[config.mk]
export PLATFORM = sky130hd
export DESIGN_NAME = uart_word_collect_flat
export DESIGN_NICKNAME = d
export VERILOG_FILES = /design/src/rtl/uart_word_collect_pkg.sv /design/src/rtl/uart_word_collect_if.sv /design/src/rtl/uart_word_collect_idle_timer.sv /design/src/rtl/uart_word_collect.sv /design/src/flat_wrapper.sv
export SDC_FILE = /design/constraint.sdc
export NUM_CORES = 1
export LEC_CHECK = 0
export CORE_MARGIN = 2
export CORE_UTILIZATION = 41
export CTS_BUF_LIST = sky130_fd_sc_hd__clkbuf_4
export CTS_CLUSTER_SIZE = 14
export DETAILED_ROUTE_END_ITERATION = 6
export GPL_ROUTABILITY_DRIVEN = 0
export GPL_TIMING_DRIVEN = 0
export PLACE_DENSITY = 0.71
export SYNTH_ARGS = -nofsm -noshare
export SYNTH_HDL_FRONTEND = slang
export SYNTH_SLANG_ARGS = --single-unit
[constraint.sdc]
create_clock -name clk -period 3.14 [get_ports clk]
set_input_delay 0.628 -clock clk [delete_from_list [all_inputs] [get_ports clk]]
set_output_delay 0.628 -clock clk [all_outputs]
set_load 0.03 [all_outputs]
[src/rtl/uart_word_collect_pkg.sv]
// Shared types and sizes for the UART byte-to-word collector.
package uart_pkg;
    localparam int BYTES_PER_WORD = 8;
    localparam int BYTE_W         = 8;
    localparam int WORD_W         = BYTES_PER_WORD * BYTE_W;
    localparam int CNT_W          = $clog2(BYTES_PER_WORD);

    typedef enum logic [1:0] {
        IDLE = 2'd0,
        RD   = 2'd1,
        CAP  = 2'd2,
        FULL = 2'd3
    } state_t;
endpackage

[src/rtl/uart_word_collect_if.sv]
// FIFO read side and word handshake of the collector; master is the collector.
interface uart_word_collect_if
    import uart_pkg::*;
();
    logic              rx_empty;
    logic [BYTE_W-1:0] rx_data;
    logic              rd;
    logic [WORD_W-1:0] word_out;
    logic              word_valid;
    logic              word_ack;
    logic              timeout;

    modport master (
        input  rx_empty, rx_data, word_ack,
        output rd, word_out, word_valid, timeout
    );

    modport slave (
        output rx_empty, rx_data, word_ack,
        input  rd, word_out, word_valid, timeout
    );
endinterface

[src/rtl/uart_word_collect_idle_timer.sv]
// Counts idle cycles of a partial word; expired is high on the final counted cycle.
module uart_idle_timer #(
    parameter int TIMEOUT_CYCLES = 50000
) (
    input  logic clk,
    input  logic rst_n,
    input  logic clear,
    input  logic count_en,
    output logic expired
);
    localparam int TMR_W = $clog2(TIMEOUT_CYCLES + 1);

    logic [TMR_W-1:0] count;

    assign expired = count_en && (count == TMR_W'(TIMEOUT_CYCLES - 1));

    // Self-clearing on expiry so the next partial word starts from zero.
    always_ff @(posedge clk) begin
        if (!rst_n) begin
            count <= '0;
        end else if (clear || expired) begin
            count <= '0;
        end else if (count_en) begin
            count <= count + 1'b1;
        end
    end
endmodule

[src/rtl/uart_word_collect.sv]
// Reads bytes from a UART RX FIFO and assembles little-endian 64-bit words.
// Define UART_WORD_COLLECT_TIMEOUT_EN to discard partial words after TIMEOUT_CYCLES idle cycles.
module uart_word_collect
    import uart_pkg::*;
#(
    parameter int TIMEOUT_CYCLES = 50000
) (
    input logic                 clk,
    input logic                 rst_n,
    uart_word_collect_if.master bus
);
    state_t            state;
    logic [CNT_W-1:0]  cnt;
    logic [WORD_W-1:0] word_q;
    logic              word_valid_q;
    logic              expired;

    if (TIMEOUT_CYCLES < 1) begin : g_bad_timeout
        $error("TIMEOUT_CYCLES must be at least 1");
    end

`ifdef UART_WORD_COLLECT_TIMEOUT_EN
    logic timeout_q;

    uart_idle_timer #(
        .TIMEOUT_CYCLES(TIMEOUT_CYCLES)
    ) u_idle_timer (
        .clk      (clk),
        .rst_n    (rst_n),
        .clear    (state == RD),
        .count_en ((state == IDLE) && (cnt != '0)),
        .expired  (expired)
    );

    always_ff @(posedge clk) begin
        if (!rst_n) begin
            timeout_q <= 1'b0;
        end else begin
            timeout_q <= expired;
        end
    end

    assign bus.timeout = timeout_q;
`else
    assign expired     = 1'b0;
    assign bus.timeout = 1'b0;
`endif

    assign bus.rd         = (state == RD);
    assign bus.word_out   = word_q;
    assign bus.word_valid = word_valid_q;

    // A pending timeout takes priority over a newly available byte in IDLE.
    always_ff @(posedge clk) begin
        if (!rst_n) begin
            state        <= IDLE;
            cnt          <= '0;
            word_q       <= '0;
            word_valid_q <= 1'b0;
        end else begin
            case (state)
                IDLE: begin
                    if (expired) begin
                        cnt <= '0;
                    end else if (!bus.rx_empty) begin
                        state <= RD;
                    end
                end
                RD: begin
                    state <= CAP;
                end
                CAP: begin
                    word_q[{cnt, 3'b000} +: BYTE_W] <= bus.rx_data;
                    if (cnt == CNT_W'(BYTES_PER_WORD - 1)) begin
                        state        <= FULL;
                        word_valid_q <= 1'b1;
                    end else begin
                        cnt   <= cnt + 1'b1;
                        state <= IDLE;
                    end
                end
                FULL: begin
                    if (bus.word_ack) begin
                        state        <= IDLE;
                        cnt          <= '0;
                        word_valid_q <= 1'b0;
                    end
                end
                default: begin
                    state <= IDLE;
                end
            endcase
        end
    end
endmodule

[src/flat_wrapper.sv]
// flat-port wrapper written by rule: the top's interface ports become plain ports
module uart_word_collect_flat import uart_pkg::*;
#(
    parameter int TIMEOUT_CYCLES = 50000
)
  (clk, rst_n, bus_rx_empty, bus_rx_data, bus_word_ack, bus_rd, bus_word_out, bus_word_valid, bus_timeout);
  uart_word_collect_if bus_i ();
  input logic clk;
  input logic rst_n;
  input wire logic [$bits(bus_i.rx_empty)-1:0] bus_rx_empty;
  input wire logic [$bits(bus_i.rx_data)-1:0] bus_rx_data;
  input wire logic [$bits(bus_i.word_ack)-1:0] bus_word_ack;
  output wire logic [$bits(bus_i.rd)-1:0] bus_rd;
  output wire logic [$bits(bus_i.word_out)-1:0] bus_word_out;
  output wire logic [$bits(bus_i.word_valid)-1:0] bus_word_valid;
  output wire logic [$bits(bus_i.timeout)-1:0] bus_timeout;
  assign bus_i.rx_empty = bus_rx_empty;
  assign bus_i.rx_data = bus_rx_data;
  assign bus_i.word_ack = bus_word_ack;
  assign bus_rd = bus_i.rd;
  assign bus_word_out = bus_i.word_out;
  assign bus_word_valid = bus_i.word_valid;
  assign bus_timeout = bus_i.timeout;
  uart_word_collect #(.TIMEOUT_CYCLES(TIMEOUT_CYCLES)) u_core (.clk(clk), .rst_n(rst_n), .bus(bus_i));
endmodule
== After elaboration in Yosys (flattened, before gate mapping) ==
Index checks and enable logic that the tools add are counted.
Word-level totals
  output and inout port bits: 67
  word-level logic and storage cells: 32
  bits of input ports: 12
  flip-flop bits (word level): 70
Operators by class
  shift operators: 2
  equality and inequality tests: 8
  $add $sub $neg: 2
  reductions and logical operators: 5
  mux-type cells: 11
Operator list (number)
  $bwmux 64: 1
  $shift 8x8->64 const A: 1
  $shiftx 8x8->64: 1
  $neg 6->8: 1
  $pmux 2 s4: 1
  $mux 2: 3
  $mux 3: 2
  $ne 2x2->1 const B: 3
  $pmux 3 s2: 1
  $reduce_and 3->1: 2
  $eq 2x2->1 const B: 2
  $add 3x1->3 const B: 1
  $eq 3x3->1 const B: 1
  $eq 2x1->1 const B: 1
  $logic_not 2->1: 1
  $mux 1: 2
  $ne 2x1->1 const B: 1
  $pmux 1 s2: 1
  $reduce_and 2->1: 1
  $reduce_bool 2->1: 1

== Logic depth before layout (Yosys ltp) ==
Gate-level depths: netlist (run 1).
  depth in word-level cells: 3
  depth in mapped cells: 8
  mapped depth without buffers: 6

== Worst setup path after synthesis (run 1) ==
OpenSTA, ideal clock, no wires.
  path kind: register to register
  start: register u_core.cnt[0]
  end: register u_core.word_q[24] (netlist: u_core.bus.word_out[24])
  path slack: 1230 ps
  stages on the path, launching flop included: 8
  arrival time: 1785 ps
  data required time: 3015 ps
  library setup time: 125 ps
  clock period less this slack: 1910 ps
  path buffers: 1
  cells stage by stage: dfxtp_1 buf_4 inv_1 ha_1 ha_1 o31a_1 nand3_2 mux2i_1
Between the ends
  cells in the longest elaborated chain, start to end: 3
  elaborated cells on any way between the ends: 4
  those cells by class: 1 x add/sub; 2 x shift; 1 x mux
RTL lines
  start: declaration: line uart_word_collect.sv:13  | logic [CNT_W-1:0] cnt;
  start signal: assignment: line uart_word_collect.sv:78  | cnt <= cnt + 1'b1;
  $neg 6->8 *: line uart_word_collect.sv:73  | word_q[{cnt, 3'b000} +: BYTE_W] <= bus.rx_data;
  $shiftx 8x8->64 / $shift 8x8->64 (equally long branches): line uart_word_collect.sv:73
  $bwmux 64 *: line uart_word_collect.sv:73
  end signal: indexed assignment: line uart_word_collect.sv:73
  end: declaration: line uart_word_collect.sv:14  | logic [WORD_W-1:0] word_q;
Every way passes the cells marked *; elsewhere a longest branch is shown, timed or not.
A chain may end at the register's enable or synchronous reset.

== Final worst setup path (run 1) ==
  start: register u_core.state[0]
  end: output bus_rd
Between the ends
  cells in the longest elaborated chain, start to end: 1
RTL lines
  start: declaration: line uart_word_collect.sv:12  | state_t state;
  start signal: assignment: line uart_word_collect.sv:56  | state <= IDLE;
  start signal: assignment: line uart_word_collect.sv:66  | state <= RD;
  start signal: assignment: line uart_word_collect.sv:70  | state <= CAP;
  $eq 2x1->1: line uart_word_collect.sv:49  | assign bus.rd = (state == RD);
  end: declaration: line flat_wrapper.sv:13  | output wire logic [$bits(bus_i.rd)-1:0] bus_rd;
No other way between the ends.

==> flow_metrics.py, run 1 <==
metrics = {
    "finish": {
        "final_layout_size_suffix_gt1_share_pct": 7.22,
        "nets": 400,
        "layout_commonest_cell": "clkdlybuf4s50_1",
        "antenna_cells": 0,
        "fill_cells": 606,
        "multi_input_area_um2": 1370,
        "layout_common_cells": "clkdlybuf4s50_1 (76), nand2_1 (73), dfxtp_1 (70), mux2i_1 (64), nand3_1 (20)",
        "seqCellArea_um2": 1400,
        "area_delta_synth_final_pct": 34.6,
    },
    "worst_setup_path": {
        "slowest_stage": "clkdlybuf4s50_1",
        "path_cells": "buf_2 -> nor2b_1 -> clkdlybuf4s50_1",
        "critPathMaxFanout": 10,
        "r2r_start": "u_core.cnt[0]",
        "slowest_delay_ps": 680,
        "critPathArrivalTime_ps": 1780,
        "cp.required_ps": 2510,
        "crit_type": "reg2out",
        "start_kind": "register",
        "crit_start": "u_core.state[0]",
        "cp-end-kind": "output pin",
        "path_delay_family": "buffers and inverters",
        "critPathBufInv": 2,
    },
    "route": {
        "drtPass1Iterations": 4,
        "routed_wl_um": 7080,
        "ant_nets": 0,
        "drc_errors": 0,
        "dr.first_iter.drc_count": 92,
        "wl_per_cell_um": 14.6,
        "vias": 2377,
        "vias_per_cell": 4.91,
    },
    "pwr": {
        "p_leak_nw": 1.69,
        "pwr-share-seq_pct": 59.5,
        "powerDensity_nw_per_um2": 388,
        "p_comb_share_pct": 7.1,
        "power.share.switching_pct": 27.4,
        "power.share.clock_pct": 33.5,
        "p_int_w": 0.00109,
        "ir_worst_vdd_v": 0.000245,
        "switchingPower_w": 0.000413,
    },
    "global_routing": {
        "antenna_found_initial": 0,
        "grt_max_degree": 14,
        "gr-total-overflow": 0,
        "grt_pass1_wl_um": 11600,
        "grt_util_all_layers_pct": 19.6,
        "grt_pass1_vias": 2279,
    },
    "clock_tree": {
        "cts_setup_buffers": 0,
        "cts-buffers-inserted": 9,
        "post_cts_resized": 0,
        "clockRootBuffer": "clkbuf_4",
        "cts_tree": "built",
        "clkLatencyLatePin_ps": 430,
        "htree_levels": 3,
        "cts_sinks": 70,
        "ctsHoldBuffers": 0,
        "path_clk_slew_ps": 120,
        "cts_buffer_depth": 2,
    },
    "die": {
        "initial_core_util_pct": 42.4,
        "rows": 30,
        "fp.dieH_um": 87.9,
        "core_area_um2": 6790,
        "pin_count": 79,
        "die_area_um2": 7720,
        "die_w_um": 87.9,
    },
    "synthesis": {
        "syn-cell-area_um2": 2880,
        "synth_seq_area_share_pct": 48.6,
        "synth-adder-area-share_pct": 2.17,
        "synth_compound_area_share_pct": 2.69,
        "synth_top_cell_by_area": "dfxtp_1",
        "synth_fp_nets": 313,
        "ys_types": 32,
        "syn_inst": 296,
        "synth-simple-area-share_pct": 20.3,
        "yosys-mux-area-fraction_pct": 22.2,
        "yosys_warnings": 0,
        "synth_seq_cells": 70,
        "synth_top_family_by_area": "multiplexers",
        "synth-xor-area-share_pct": 0,
        "netlist_top_cells_area": "dfxtp_1 (49%), mux2i_1 (22%), nand2_1 (9.5%)",
        "yosysTopAreaCellShare_pct": 48.6,
        "avgSynthCellArea_um2": 9.74,
    },
    "sta": {
        "fin_crit_sh_pct": 76.7,
        "hold-worst-slack_ps": 464,
        "drv_slew": 0,
        "tns_ps": 0,
        "fin_worst_skew_ps": 15.0,
        "setup_viol": 0,
        "grt_setup_unrepaired": "no",
        "min_period_ps": 2410,
        "finalHoldViolCount": 0,
        "max_freq_ghz": 0.415,
    },
    "place": {
        "port_buffers": 76,
        "hpwl_um": 5150,
    },
    "min_path": {
        "hold_path_class": "reg2reg",
        "min_from": "u_core.bus.word_out[19]",
    },
    "outcome": {
        "status": "finished, final reports clean",
    },
    "run": {
        "max-cap-violations": 0,
    },
}
## through the flow
stage               instances  utilization [%]  cell area, µm²  setup WS [ps]  total power [W]
floorplan                 296                -            2880           1230         0.000977
global placement          468             55.4            3760            958          0.00102
detailed placement        468             55.4            3760            923          0.00102
CTS                       484             57.1            3880            701          0.00152
global route              484             57.1            3880            619          0.00157
finish                    484             57.1            3880            732          0.00151
## layer usage
layer / global-route usage, % / part of all wire, % / routed length (µm) / up-vias
met4: 9.51 / 2.1 / 147 / 0
met2: 30.6 / 47 / 3310 / 60
met3: 3.30 / 3.8 / 268 / 10
li1: - / - / - / 1189
met1: 26.4 / 47 / 3360 / 1118
met5: 0 / 0 / 0 / -
## power by group through the flow
stage                     clock network [W]  logic [W]  registers, W
after detailed placement                  0   0.000106      0.000917
final                              0.000505   0.000106      0.000897
after global placement                    0   0.000104      0.000917
after global routing               0.000556   0.000115      0.000898
after CTS                          0.000515   0.000106      0.000897
after floorplan                           0  0.0000553      0.000922
## cells in the mapped netlist
cell        n
nand2_1    73
dfxtp_1    70
mux2i_1    64
nand3_1    20
clkbuf_1   10
a21oi_1     5
buf_4       5
ha_1        5
inv_1       5
nand3_2     4
nor2b_1     4
o31ai_1     3
buf_1       2
buf_2       2
nand3b_1    2
nor2_1      2
nor3_1      2
nor3b_1     2
nor3b_2     2
or4b_1      2
a22oi_1     1
a2bb2oi_1   1
and2b_1     1
and3_1      1
and3b_1     1
and4_1      1
conb_1      1
nand4b_1    1
o21ai_0     1
o31a_1      1
or3_1       1
or4_1       1
## area by class of cell
class	instances	area share (%)
Multi-Input combinational cell	202	35.3
Clock buffer	9	1.74
Timing Repair Buffer	76	19.6
Sequential cell	70	36.1
Tap cell	96	3.09
Clock inverter	7	1.29
Buffer	19	2.39
Inverter	5	0.484
## worst reg2reg max path, cell delays in order (launching register included)
cell	delay, ps
dfxtp_1	410
buf_4	190
inv_1	60
ha_1	220
ha_1	420
o31a_1	320
nand3_2	320
mux2i_1	210
## cells by family after synthesis
family	after synthesis
and+or+nand+nor	120
other	1
buffers and inverters	24
DFF	70
AOI/OAI and AO/OA	12
muxes	64
adders and majority gates	5
## worst paths after layout
check,end,slack (ps),depth (start not counted)
setup / recovery,bus_rd,730,3
hold / removal,u_core.bus.word_out[19],460,2
setup reg to reg,u_core.bus.word_out[22],870,7
hold reg to reg,u_core.bus.word_out[19],460,2
## registers in the layout (all words and copies together) (netlist names)
signal                 cells
u_core.bus.word_out       64
u_core.bus.word_valid      1
u_core.cnt                 3
u_core.state               2
Note: power is estimated with default switching activity, not from simulation.
==> inputs of run 2 (changes only) <==
==> constraint.sdc (replaced) <==
create_clock -name clk -period 2.3 [get_ports clk]
set_input_delay 0.46 -clock clk [delete_from_list [all_inputs] [get_ports clk]]
set_output_delay 0.46 -clock clk [all_outputs]
set_load 0.03 [all_outputs]
==> run 2 against run 1 <==
Design area rose by 1.1%; sequential share of layout area fell by 0.38 points; global-route usage unchanged; routed wire length up 2.6%; non-clock buffer count is 2 higher; clock skew is 5.7 ps lower; worst setup slack got worse by 690 ps; die area unchanged; via count rose by 0.93%.
==> flow_metrics.py, run 2 (same netlist as run 1, synthesis figures left out) <==
metrics = {
    "pwr": {
        "p_leak_nw": 1.72,
        "ir_worst_vdd_v": 0.000312,
        "powerDensity_nw_per_um2": 527,
    },
    "sta": {
        "tns_ps": 0,
        "max_freq_ghz": 0.443,
        "min_period_ps": 2260,
        "grt_setup_unrepaired": "yes",
        "finalHoldViolCount": 0,
        "fin_worst_skew_ps": 9.27,
        "worst_slack_ps": 43.3,
        "drv_slew": 0,
        "hold-worst-slack_ps": 464,
        "setup_viol": 0,
        "fin_crit_sh_pct": 98.1,
    },
    "finish": {
        "antenna_cells": 0,
        "layout_commonest_cell": "clkdlybuf4s50_1",
        "final_layout_size_suffix_gt1_share_pct": 7.95,
        "largest_reg_flops": 64,
        "fin_area_um2": 3920,
        "layout_common_cells": "clkdlybuf4s50_1 (75), nand2_1 (73), dfxtp_1 (70), mux2i_1 (64), nand3_1 (20)",
        "final_cells": 486,
        "nets": 402,
        "area_delta_synth_final_pct": 36.1,
    },
    "worst_setup_path": {
        "reg2reg_setup_slack_ps": 40,
        "start_kind": "register",
        "cp-end-kind": "register",
        "crit_type": "reg2reg",
        "cp.required_ps": 2590,
        "rr_worst_depth": 7,
        "critPathMaxFanout": 10,
        "critPathArrivalTime_ps": 2550,
    },
    "clock_tree": {
        "htree_levels": 3,
        "cts_sinks": 70,
        "cts_tree": "built",
        "cts_buffer_depth": 2,
        "path_clk_slew_ps": 120,
        "ctsHoldBuffers": 0,
        "clockRootBuffer": "clkbuf_4",
        "cts-buffers-inserted": 9,
        "clkLatencyLatePin_ps": 430,
    },
    "place": {
        "hpwl_um": 5150,
        "post-place-cells": 468,
        "pre_cts_slack_ps": 82.6,
        "port_buffers": 76,
        "placed_area_um2": 3760,
    },
    "route": {
        "dr.first_iter.drc_count": 67,
        "wl_per_cell_um": 15.0,
        "drc_errors": 0,
        "vias": 2399,
        "routed_wl_um": 7270,
        "vias_per_cell": 4.94,
        "ant_nets": 0,
        "drtPass1Iterations": 5,
    },
    "global_routing": {
        "gr-total-overflow": 0,
        "grt_pass1_vias": 2279,
        "antenna_found_initial": 0,
        "grt_pass1_wl_um": 11600,
        "grt_max_degree": 14,
        "grt_util_all_layers_pct": 19.6,
    },
    "die": {
        "pin_count": 79,
        "rows": 30,
        "die_area_um2": 7720,
        "core_area_um2": 6790,
        "initial_core_util_pct": 42.4,
        "fp.dieH_um": 87.9,
        "die_w_um": 87.9,
    },
    "min_path": {
        "whs_path_depth": 2,
        "hold_path_class": "reg2reg",
    },
    "run": {
        "max-cap-violations": 0,
    },
    "outcome": {
        "status": "finished, final reports clean",
    },
}
-- run 2: layout make-up --
| cell class | count | area, µm² |
|---|---|---|
| plain buffers | 19 | 92.6 |
| clock buffers | 9 | 67.6 |
| clock inverters | 7 | 50.0 |
| fillers | 597 | 2870 |
| inverters | 5 | 18.8 |
| multi-input cells | 202 | 1390 |
| flip-flops and latches | 70 | 1400 |
| well taps | 96 | 120 |
| repair buffers | 78 | 778 |
-- run 2: metrics by stage --
| stage | total power [W] | util [%] |
|---|---|---|
| after detailed placement | 0.00140 | 55.4 |
| after CTS | 0.00207 | 57.1 |
| after global routing | 0.00215 | 57.7 |
| final | 0.00207 | 57.7 |
| after floorplan | 0.00133 | - |
| after global placement | 0.00139 | 55.4 |
-- run 2: final timing paths --
kind	startpoint	endpoint
max reg2reg	u_core.cnt[0]	u_core.bus.word_out[22]
min	u_core.bus.word_out[19]	u_core.bus.word_out[19]
max	u_core.cnt[0]	u_core.bus.word_out[22]
min reg2reg	u_core.bus.word_out[19]	u_core.bus.word_out[19]
-- run 2: where the power goes --
part	leakage [nW]	internal, W	switching (W)
Sequential	0.564	0.00122	0.00000509
Combinational	1.09	0.0000533	0.0000961
Clock	0.0599	0.000223	0.000470
Total	1.72	0.00150	0.000571
-- run 2: repair_timing --
| item | CTS | global route |
|---|---|---|
| endpoints found under the setup margin | 0 | 54 |
| resized for setup | 0 | 5 |
| buffers inserted | 0 | 2 |
-- run 2: per-layer routing --
| metal | track usage (%) | vias to the layer above | wire length (µm) |
|---|---|---|---|
| met2 | 30.6 | 58 | 3500 |
| met5 | 0 | - | 0 |
| met1 | 26.4 | 1141 | 3360 |
| met3 | 3.30 | 8 | 299 |
| met4 | 9.51 | 0 | 115 |
| li1 | - | 1192 | - |
-- run 2: worst max-delay path: stages (launching register included) --
cell and delay, ps:
dfxtp_1 410, buf_4 200, inv_1 60, ha_1 230, ha_2 430, o31a_1 280, nand3_2 310, mux2i_1 210
==> inputs of run 3 (changes only) <==
--- a/config.mk
+++ b/config.mk
@@ -5,6 +5,7 @@
 export SDC_FILE = /design/constraint.sdc
 export NUM_CORES = 1
 export LEC_CHECK = 0
+export CAP_MARGIN = 10
 export CORE_MARGIN = 2
 export CORE_UTILIZATION = 41
 export CTS_BUF_LIST = sky130_fd_sc_hd__clkbuf_4
==> results of run 3 <==
The final DEF is identical to that of run 2; final timing and power are the same.
